==> src/rtl/pc_flag_ctrl_pkg.sv <==
// Shared definitions for the PC / flag control stage: opcode constants,
// run-state encoding and the opcode-to-flag-update classification.
package pc_flag_ctrl_pkg;

  localparam logic [3:0] OP_ADD = 4'h0;
  localparam logic [3:0] OP_SUB = 4'h1;
  localparam logic [3:0] OP_XOR = 4'h2;
  localparam logic [3:0] OP_SLL = 4'h4;
  localparam logic [3:0] OP_SRA = 4'h5;
  localparam logic [3:0] OP_ROR = 4'h6;
  localparam logic [3:0] OP_HLT = 4'hF;

  typedef enum logic [1:0] {
    S_BOOT = 2'b00,
    S_RUN  = 2'b01,
    S_HALT = 2'b10
  } state_t;

  // Which flag groups a retiring opcode is allowed to overwrite.
  typedef struct packed {
    logic we_z;
    logic we_vn;
  } flag_we_t;

  // Arithmetic ops own all three flags; logic/shift ops only report zero.
  function automatic flag_we_t flag_class(input logic [3:0] op);
    flag_we_t cls;
    cls = '{we_z: 1'b0, we_vn: 1'b0};
    case (op)
      OP_ADD, OP_SUB:                 cls = '{we_z: 1'b1, we_vn: 1'b1};
      OP_XOR, OP_SLL, OP_SRA, OP_ROR: cls = '{we_z: 1'b1, we_vn: 1'b0};
      default:                        cls = '{we_z: 1'b0, we_vn: 1'b0};
    endcase
    return cls;
  endfunction

endpackage

==> src/rtl/pc_flag_ctrl_if.sv <==
// Bundle of the execute/fetch-facing signals of the PC / flag control stage.
// The master side is whoever drives the instruction stream (execute/bench);
// the slave side is the control stage itself.
interface pc_flag_ctrl_if #(
  parameter int CNT_W = 16
);
  logic              instr_valid;
  logic [3:0]        ALU_operation;
  logic [15:0]       pc_branch;
  logic              Z_in;
  logic              V_in;
  logic              N_in;
  logic [15:0]       pc;
  logic [15:0]       pc_inc_2;
  logic              flag_Z;
  logic              flag_V;
  logic              flag_N;
  logic              halted;
  logic [CNT_W-1:0]  retire_cnt;

  modport master (
    output instr_valid, ALU_operation, pc_branch, Z_in, V_in, N_in,
    input  pc, pc_inc_2, flag_Z, flag_V, flag_N, halted, retire_cnt
  );

  modport slave (
    input  instr_valid, ALU_operation, pc_branch, Z_in, V_in, N_in,
    output pc, pc_inc_2, flag_Z, flag_V, flag_N, halted, retire_cnt
  );

endinterface

==> src/rtl/pc_flag_ctrl_flag_reg.sv <==
// Z/V/N flag register with separate write enables for the zero flag and the
// overflow/negative pair, so logic ops can refresh Z without disturbing V/N.
module pc_flag_ctrl_flag_reg (
  input  logic clk,
  input  logic rst,
  input  logic we_z,
  input  logic we_vn,
  input  logic z_in,
  input  logic v_in,
  input  logic n_in,
  output logic flag_z,
  output logic flag_v,
  output logic flag_n
);

  logic z_r;
  logic v_r;
  logic n_r;

  // Flag storage: cleared on reset, each group loaded only when enabled.
  always_ff @(posedge clk or posedge rst) begin
    if (rst) begin
      z_r <= 1'b0;
      v_r <= 1'b0;
      n_r <= 1'b0;
    end else begin
      if (we_z) begin
        z_r <= z_in;
      end
      if (we_vn) begin
        v_r <= v_in;
        n_r <= n_in;
      end
    end
  end

  assign flag_z = z_r;
  assign flag_v = v_r;
  assign flag_n = n_r;

endmodule

==> src/rtl/pc_flag_ctrl.sv <==
// PC / flag control stage: holds the architectural PC and Z/V/N flags,
// sequences boot -> run -> halt, and counts retired instructions.
module pc_flag_ctrl
  import pc_flag_ctrl_pkg::*;
#(
  parameter logic [15:0] RESET_PC = 16'h0000,
  parameter int          CNT_W    = 16
) (
  input  logic          clk,
  input  logic          rst_n,   // active-high despite the name
  pc_flag_ctrl_if.slave bus
);

  localparam logic [CNT_W-1:0] CNT_MAX = {CNT_W{1'b1}};
  localparam logic [CNT_W-1:0] CNT_ONE = {{(CNT_W-1){1'b0}}, 1'b1};

  state_t           state_r;
  state_t           next_state_s;
  logic [15:0]      pc_r;
  logic [CNT_W-1:0] retire_cnt_r;
  logic             halted_r;
  logic             retire_s;
  logic             pc_load_s;
  logic             is_hlt_s;
  flag_we_t         cls_s;
  logic             we_z_s;
  logic             we_vn_s;

  assign is_hlt_s = (bus.ALU_operation == OP_HLT);
  assign cls_s    = flag_class(bus.ALU_operation);

  // Run-state register.
  always_ff @(posedge clk or posedge rst_n) begin
    if (rst_n) begin
      state_r <= S_BOOT;
    end else begin
      state_r <= next_state_s;
    end
  end

  // Next-state and retire/PC-load decode; HLT retires but keeps the PC on it.
  always_comb begin
    next_state_s = state_r;
    retire_s     = 1'b0;
    pc_load_s    = 1'b0;
    case (state_r)
      S_BOOT: begin
        next_state_s = S_RUN;
      end
      S_RUN: begin
        if (bus.instr_valid) begin
          retire_s = 1'b1;
          if (is_hlt_s) begin
            next_state_s = S_HALT;
          end else begin
            pc_load_s = 1'b1;
          end
        end else begin
          next_state_s = S_RUN;
        end
      end
      S_HALT: begin
        next_state_s = S_HALT;
      end
      default: begin
        next_state_s = S_BOOT;
      end
    endcase
  end

  // Flag writes only happen on a retiring non-HLT instruction.
  always_comb begin
    we_z_s  = 1'b0;
    we_vn_s = 1'b0;
    if (pc_load_s) begin
      we_z_s  = cls_s.we_z;
      we_vn_s = cls_s.we_vn;
    end else begin
      we_z_s  = 1'b0;
      we_vn_s = 1'b0;
    end
  end

  // Program counter: takes the execute stage's target verbatim on retire.
  always_ff @(posedge clk or posedge rst_n) begin
    if (rst_n) begin
      pc_r <= RESET_PC;
    end else if (pc_load_s) begin
      pc_r <= bus.pc_branch;
    end
  end

  // Retired-instruction counter, saturating at all-ones.
  always_ff @(posedge clk or posedge rst_n) begin
    if (rst_n) begin
      retire_cnt_r <= '0;
    end else if (retire_s && (retire_cnt_r != CNT_MAX)) begin
      retire_cnt_r <= retire_cnt_r + CNT_ONE;
    end
  end

  // Registered halt indicator, tracking the state we are about to enter.
  always_ff @(posedge clk or posedge rst_n) begin
    if (rst_n) begin
      halted_r <= 1'b0;
    end else begin
      halted_r <= (next_state_s == S_HALT);
    end
  end

  pc_flag_ctrl_flag_reg u_flag_reg (
    .clk    (clk),
    .rst    (rst_n),
    .we_z   (we_z_s),
    .we_vn  (we_vn_s),
    .z_in   (bus.Z_in),
    .v_in   (bus.V_in),
    .n_in   (bus.N_in),
    .flag_z (bus.flag_Z),
    .flag_v (bus.flag_V),
    .flag_n (bus.flag_N)
  );

  assign bus.pc         = pc_r;
  assign bus.pc_inc_2   = pc_r + 16'd2;
  assign bus.halted     = halted_r;
  assign bus.retire_cnt = retire_cnt_r;

endmodule
==> src/flat_wrapper.sv <==
// flat-port wrapper written by rule: the top's interface ports become plain ports
module pc_flag_ctrl_flat import pc_flag_ctrl_pkg::*;
#(
  parameter logic [15:0] RESET_PC = 16'h0000,
  parameter int          CNT_W    = 16
)
  (clk, rst_n, bus_instr_valid, bus_ALU_operation, bus_pc_branch, bus_Z_in, bus_V_in, bus_N_in, bus_pc, bus_pc_inc_2, bus_flag_Z, bus_flag_V, bus_flag_N, bus_halted, bus_retire_cnt);
  pc_flag_ctrl_if #(.CNT_W(CNT_W)) bus_i ();
  input  logic clk;
  input  logic rst_n;
  input wire logic [$bits(bus_i.instr_valid)-1:0] bus_instr_valid;
  input wire logic [$bits(bus_i.ALU_operation)-1:0] bus_ALU_operation;
  input wire logic [$bits(bus_i.pc_branch)-1:0] bus_pc_branch;
  input wire logic [$bits(bus_i.Z_in)-1:0] bus_Z_in;
  input wire logic [$bits(bus_i.V_in)-1:0] bus_V_in;
  input wire logic [$bits(bus_i.N_in)-1:0] bus_N_in;
  output wire logic [$bits(bus_i.pc)-1:0] bus_pc;
  output wire logic [$bits(bus_i.pc_inc_2)-1:0] bus_pc_inc_2;
  output wire logic [$bits(bus_i.flag_Z)-1:0] bus_flag_Z;
  output wire logic [$bits(bus_i.flag_V)-1:0] bus_flag_V;
  output wire logic [$bits(bus_i.flag_N)-1:0] bus_flag_N;
  output wire logic [$bits(bus_i.halted)-1:0] bus_halted;
  output wire logic [$bits(bus_i.retire_cnt)-1:0] bus_retire_cnt;
  assign bus_i.instr_valid = bus_instr_valid;
  assign bus_i.ALU_operation = bus_ALU_operation;
  assign bus_i.pc_branch = bus_pc_branch;
  assign bus_i.Z_in = bus_Z_in;
  assign bus_i.V_in = bus_V_in;
  assign bus_i.N_in = bus_N_in;
  assign bus_pc = bus_i.pc;
  assign bus_pc_inc_2 = bus_i.pc_inc_2;
  assign bus_flag_Z = bus_i.flag_Z;
  assign bus_flag_V = bus_i.flag_V;
  assign bus_flag_N = bus_i.flag_N;
  assign bus_halted = bus_i.halted;
  assign bus_retire_cnt = bus_i.retire_cnt;
  pc_flag_ctrl #(.RESET_PC(RESET_PC), .CNT_W(CNT_W)) u_core (.clk(clk), .rst_n(rst_n), .bus(bus_i));
endmodule
==> config.mk <==
export PLATFORM = sky130hd
export DESIGN_NAME = pc_flag_ctrl_flat
export DESIGN_NICKNAME = d
export VERILOG_FILES = /design/src/rtl/pc_flag_ctrl_pkg.sv /design/src/rtl/pc_flag_ctrl_if.sv /design/src/rtl/pc_flag_ctrl_flag_reg.sv /design/src/rtl/pc_flag_ctrl.sv /design/src/flat_wrapper.sv
export SDC_FILE = /design/constraint.sdc
export NUM_CORES = 1
export LEC_CHECK = 0
export ABC_AREA = 1
export BUFFER_PORTS_ARGS = -buffer_cell sky130_fd_sc_hd__buf_2
export CAP_MARGIN = 10
export CORE_ASPECT_RATIO = 1.4
export CORE_UTILIZATION = 49
export CTS_CLUSTER_SIZE = 12
export DETAILED_ROUTE_END_ITERATION = 6
export GPL_ROUTABILITY_DRIVEN = 1
export PLACE_DENSITY = 0.76
export SLEW_MARGIN = 10
export SYNTH_ARGS = -nofsm -noshare
export SYNTH_HDL_FRONTEND = slang
export SYNTH_SLANG_ARGS = --single-unit
==> constraint.sdc <==
create_clock -name clk -period 2.25 [get_ports clk]
set_clock_uncertainty 0.2 [all_clocks]
set_input_delay 0.1125 -clock clk [delete_from_list [all_inputs] [get_ports clk]]
set_output_delay 0.1125 -clock clk [all_outputs]
set_load 0.1 [all_outputs]
# [Word level (Yosys, flattened, before mapping)]
# Index checks and enable logic that the tools add are counted.
[word_totals] register_bits=38 inputBits=26
[op_classes] reduce_logical=5 eq_ne=10 muxes=11 add_sub_neg=2
[op_table] cell="adder 16 x 1 -> 16 bit, second input constant" count=1
[op_table] cell="adder 16 x 2 -> 16 bit, second input constant" count=1
[op_table] cell="!= test 16 bit, second input constant" count=1
[op_table] cell="== test 4 x 3 -> 1 bit, second input constant" count=3
[op_table] cell="2-to-1 mux 1 bit" count=7
[op_table] cell="one-hot mux 2 bit (3 select lines)" count=1
[op_table] cell="== test 2 bit, second input constant" count=2
[op_table] cell="== test 4 x 1 -> 1 bit, second input constant" count=1
[op_table] cell="== test 4 x 2 -> 1 bit, second input constant" count=1
[op_table] cell="== test 4 bit, second input constant" count=1
[op_table] cell="logical NOT 4 bit" count=1
[op_table] cell="2-to-1 mux 2 bit" count=2
[op_table] cell="one-hot mux 2 bit (2 select lines)" count=1
[op_table] cell="OR reduction 4 bit" count=1
[op_table] cell="== test 2 x 1 -> 1 bit, second input constant" count=1
[op_table] cell="logical NOT 2 bit" count=1
[op_table] cell="OR reduction 2 bit" count=1
[op_table] cell="logical AND 1 bit" count=1

# [Logic depth before layout (Yosys ltp)]
[logic_depth] word_depth=5 mapped_depth=10 ltp_nobuf=9

# [By module]
# Synthesis repeated with hierarchy kept, for this count alone.
[hier_totals] hier_cells=281 hier_area_um2=2252.2
[by_module_without_submodules] module="pc_flag_ctrl" seq_area_each_um2=875.8 area_each_um2=2132.0 cells_each=266 n_inst=1
[by_module_without_submodules] module="pc_flag_ctrl_flag_reg" seq_area_each_um2=75.1 area_each_um2=120.1 cells_each=15 n_inst=1

# [Worst setup path after synthesis]
# Ideal clock, no wire load.
[synth_path] path_kind="register to output" start="register u_core.pc_r[2], in the netlist u_core.bus.pc[2]" end="output bus_pc_inc_2[9]" stages_incl_launch_ff=6 arrival_ps=3219 required_time_ps=1938 setup_slack_ps=-1282 cell_sequence="dfrtp_1 ha_1 nand2_1 nor2_1 nand2_1 xnor2_1"
[synth_between] elab_chain_len=1
[synth_lines] element="start: declaration" line="pc_flag_ctrl.sv:19" text="logic [15:0] pc_r;"
[synth_lines] element="start signal: assignment" line="pc_flag_ctrl.sv:89" text="pc_r <= bus.pc_branch;"
[synth_lines] element="adder 16 x 2 -> 16 bit" line="pc_flag_ctrl.sv:125" text="assign bus.pc_inc_2 = pc_r + 16'd2;"
[synth_lines] element="end: declaration" line="flat_wrapper.sv:18" text="output wire logic [$bits(bus_i.pc_inc_2)-1:0] bus_pc_inc_2;"
# Every way passes these cells.

# [Worst setup path in the final report]
[layout_path] start="register u_core.pc_r[2], in the netlist u_core.bus.pc[2]" end="output bus_pc_inc_2[11]"
# Same word-level chain as after synthesis.

==> flow_summary_export.csv <==
group,metric,value,unit
timing,timing.slew.headroom,0.6663,
floorplan,fp.coreArea,4054,sq um
grt,grt_usage,0.2862,
setup_path,crit_type,"flop to output port",
final_layout,antenna_cells,0,
setup_path,cp_top_family,"simple AND/OR/NAND/NOR gates",
routing,drtIter0Drc,83,
synth,ys_seq_area_frac,0.4484,
routing,route.detailed.drc,6,
synth,synth_fp_nets,314,
floorplan,dieArea,4599,sq um
routing,first_pass_iters,7,
final_layout,drive_above_1_share,0.3684,
outcome,violations,"design-rule violations",
setup_path,worstPathArrival,1.86,ns
synth,synth_cells,286,
synth,synth_top_area_cell,"dfrtp_1",
place,dp_hpwl,3960,um
setup_path,cpPeakStageDelay,0.45,ns
grt,grt_pass1_wl,9880,um
setup_path,path_cells,"ha_4 -> nand2_4 -> nor2_4 -> nand2_4 -> nor2_4 -> xor2_4 -> buf_12",
final_layout,fin_nets,426,
timing,setup_tns,0,ns
timing,drv_slew,0,
synth,yosysWarnings,0,
timing,setup_slack,0.07672,ns
routing,totalWireLength,6144,um
final_layout,area_growth,61.77,%
cts,cts_max_path_buffers,2,
timing,post-route-min-period,2.173,ns
place,placed_area,2970,sq um
cts,cts_made_buffers,5,
synth,synth-edff-count,0,
floorplan,die_w,57.60,um
floorplan,start_util,0.5231,
routing,vias,2218,
timing,worst_pin_slew,0.5040,ns
synth,synthArstFlopShare,1.000,
place,port_buffers,77,
grt,antenna_found_initial,0,
grt,grt-ovfl-total,0,
min_path,hp-class,"input pin to flop",
timing,min_period_over_period,0.9659,
cts,htreeDepth,2,
synth,synthTopCellsByCount,"nand2_1, dfrtp_1, nor2_1",
timing,finalSetupViolations,0,
floorplan,die_y,79.84,um
synth,ys_seq_elements,38,
synth,synth_top_area_frac,0.4484,
job,drv_cap,0,
synth,synthDistinctLibCells,25,
floorplan,ios,78,
setup_path,slowest_stage,"dfrtp_4",
floorplan,num_rows,27,
setup_path,cp-end-kind,"output port",
final_layout,post-route-cell-area,3431,sq um
setup_path,cp.required,1.94,ns
synth,syn_area,2121,sq um
routing,ant_nets,0,
setup_path,path_buf_inv,1,
setup_path,critPathLaunchType,"flop",
synth,synth_area_leaders,"dfrtp_1, nand2_1, xor2_1",
routing,via_per_inst,5.018,
cts,clk_pin_slew_worst_paths,0.08,ns
cts,root_buffer,"clkbuf_8",
cts,clock_latency,0.29,ns
synth,synth_most_common_cell,"nand2_1",
synth,synth_ff_type,"dfrtp_1",
timing,final_hold_viol_count,0,
place,gp_congestion,0.8998,
place,place_ws,0.2934,ns
timing,fmax,460.1,MHz
cts,cts_tree,"done",
final_layout,fin_util,0.8463,
setup_path,path_max_fanout,4,
grt,grt_max_degree,39,
routing,wl_per_cell,13.90,um
grt,grt_pass1_vias,2146,
synth,avgSynthCellArea,7.415,sq um
cts,cts.sinks,38,
outcome,status,"finished, violations left",
layer usage:
layer / GRT usage / part of all wire / vias up
li1: - / - / 1094
met1: 0.3096 / 0.37 / 1034
met2: 0.5279 / 0.56 / 73
met3: 0.04700 / 0.041 / 17
met4: 0.1390 / 0.031 / 0
met5: 0 / 0 / -
flip-flops by register name, indices dropped and copies added (netlist names):
name	cells
u_core.bus.halted	1
u_core.bus.pc	16
u_core.bus.retire_cnt	16
u_core.state_r	2
u_core.u_flag_reg.flag_n	1
u_core.u_flag_reg.flag_v	1
u_core.u_flag_reg.flag_z	1
path summary, 6_finish.rpt:
check,startpoint,to,slack (ns),cells past startpoint
min,bus_ALU_operation[2],u_core.u_flag_reg.flag_v,0.04,7
min reg2reg,u_core.u_flag_reg.flag_v,u_core.u_flag_reg.flag_v,0.28,2
max,u_core.bus.pc[2],bus_pc_inc_2[11],0.08,7
max reg2reg,u_core.state_r[0],u_core.u_flag_reg.flag_n,0.27,7
max in group asynchronous,rst_n,u_core.bus.pc[8],1.22,4
min in group asynchronous,rst_n,u_core.bus.retire_cnt[3],0.27,4
cell usage in the layout, fill, tap and decap left out, types with 2 or more instances in the layout:
cell type        n
a21oi_1          2
buf_12           7
buf_2           70
buf_4            6
bufinv_16        2
clkbuf_8         6
dfrtp_1         22
dfrtp_2          8
dfrtp_4          8
dlygate4sd3_1   26
inv_1           22
inv_2            2
nand2_1        120
nand2_2          4
nand2_4          2
nand3_1          6
nand3_2          3
nand3b_1         5
nand4_1          2
nor2_1          23
nor2_2           2
nor2_4           6
nor3_1           2
nor3_2           3
o21ai_0         12
xnor2_1          4
xnor2_4          2
xor2_1           3
xor2_2           3
xor2_4           8
cell type report:
| class | instances | area (sq um) |
|---|---|---|
| timing repair buffer | 110 | 803.3 |
| tap | 43 | 53.80 |
| fill | 244 | 623.1 |
| inverter | 25 | 96.34 |
| sequential | 38 | 991.0 |
| clock buffer | 6 | 82.58 |
| clock inverter | 2 | 60.06 |
| multi-input combinational | 218 | 1344 |
what timing repair did:
| item | in CTS | in global routing |
|---|---|---|
| cloned | 0 | 0 |
| gates resized for setup | 1 | 4 |
| buffers inserted | 0 | 4 |
| endpoints found under the setup margin | 1 | 4 |
| endpoints found under the hold margin | 60 | 0 |
| hold buffers | 26 | 0 |
| pin swaps | 0 | 2 |
worst reg2reg max path, stage by stage, from the launching register on:
cell and delay [ns]:
dfrtp_1 0.38, nand2_1 0.10, nor2_4 0.16, o21ai_2 0.17, nor3_2 0.21, nand2_1 0.07
dlygate4sd3_1 0.56, nand2_1 0.08
per-stage QoR:
step	cells	hold WS, ns
after floorplan	286	0.02205
after CTS	438	0.02336
after global placement	404	0.04704
after detailed placement	404	0.06171
final	442	0.03980
after global routing	442	0.07371
cells by family (layout without fill, tap and decap cells):
kind of cell / count (synthesis) / after routing / synth area share
DFF: 38 / 38 / 0.4484
xor gates and xnor gates: 20 / 20 / 0.08260
adders and majority gates: 2 / 2 / 0.01180
and+or+nand+nor: 179 / 179 / 0.3522
AOI/OAI and AO/OA: 17 / 17 / 0.04248
buffers and inverters: 30 / 143 / 0.06254
Power is left out: the tool's default activity adds up to more than one toggle a clock period on the data nets, which glitch-free logic cannot reach.
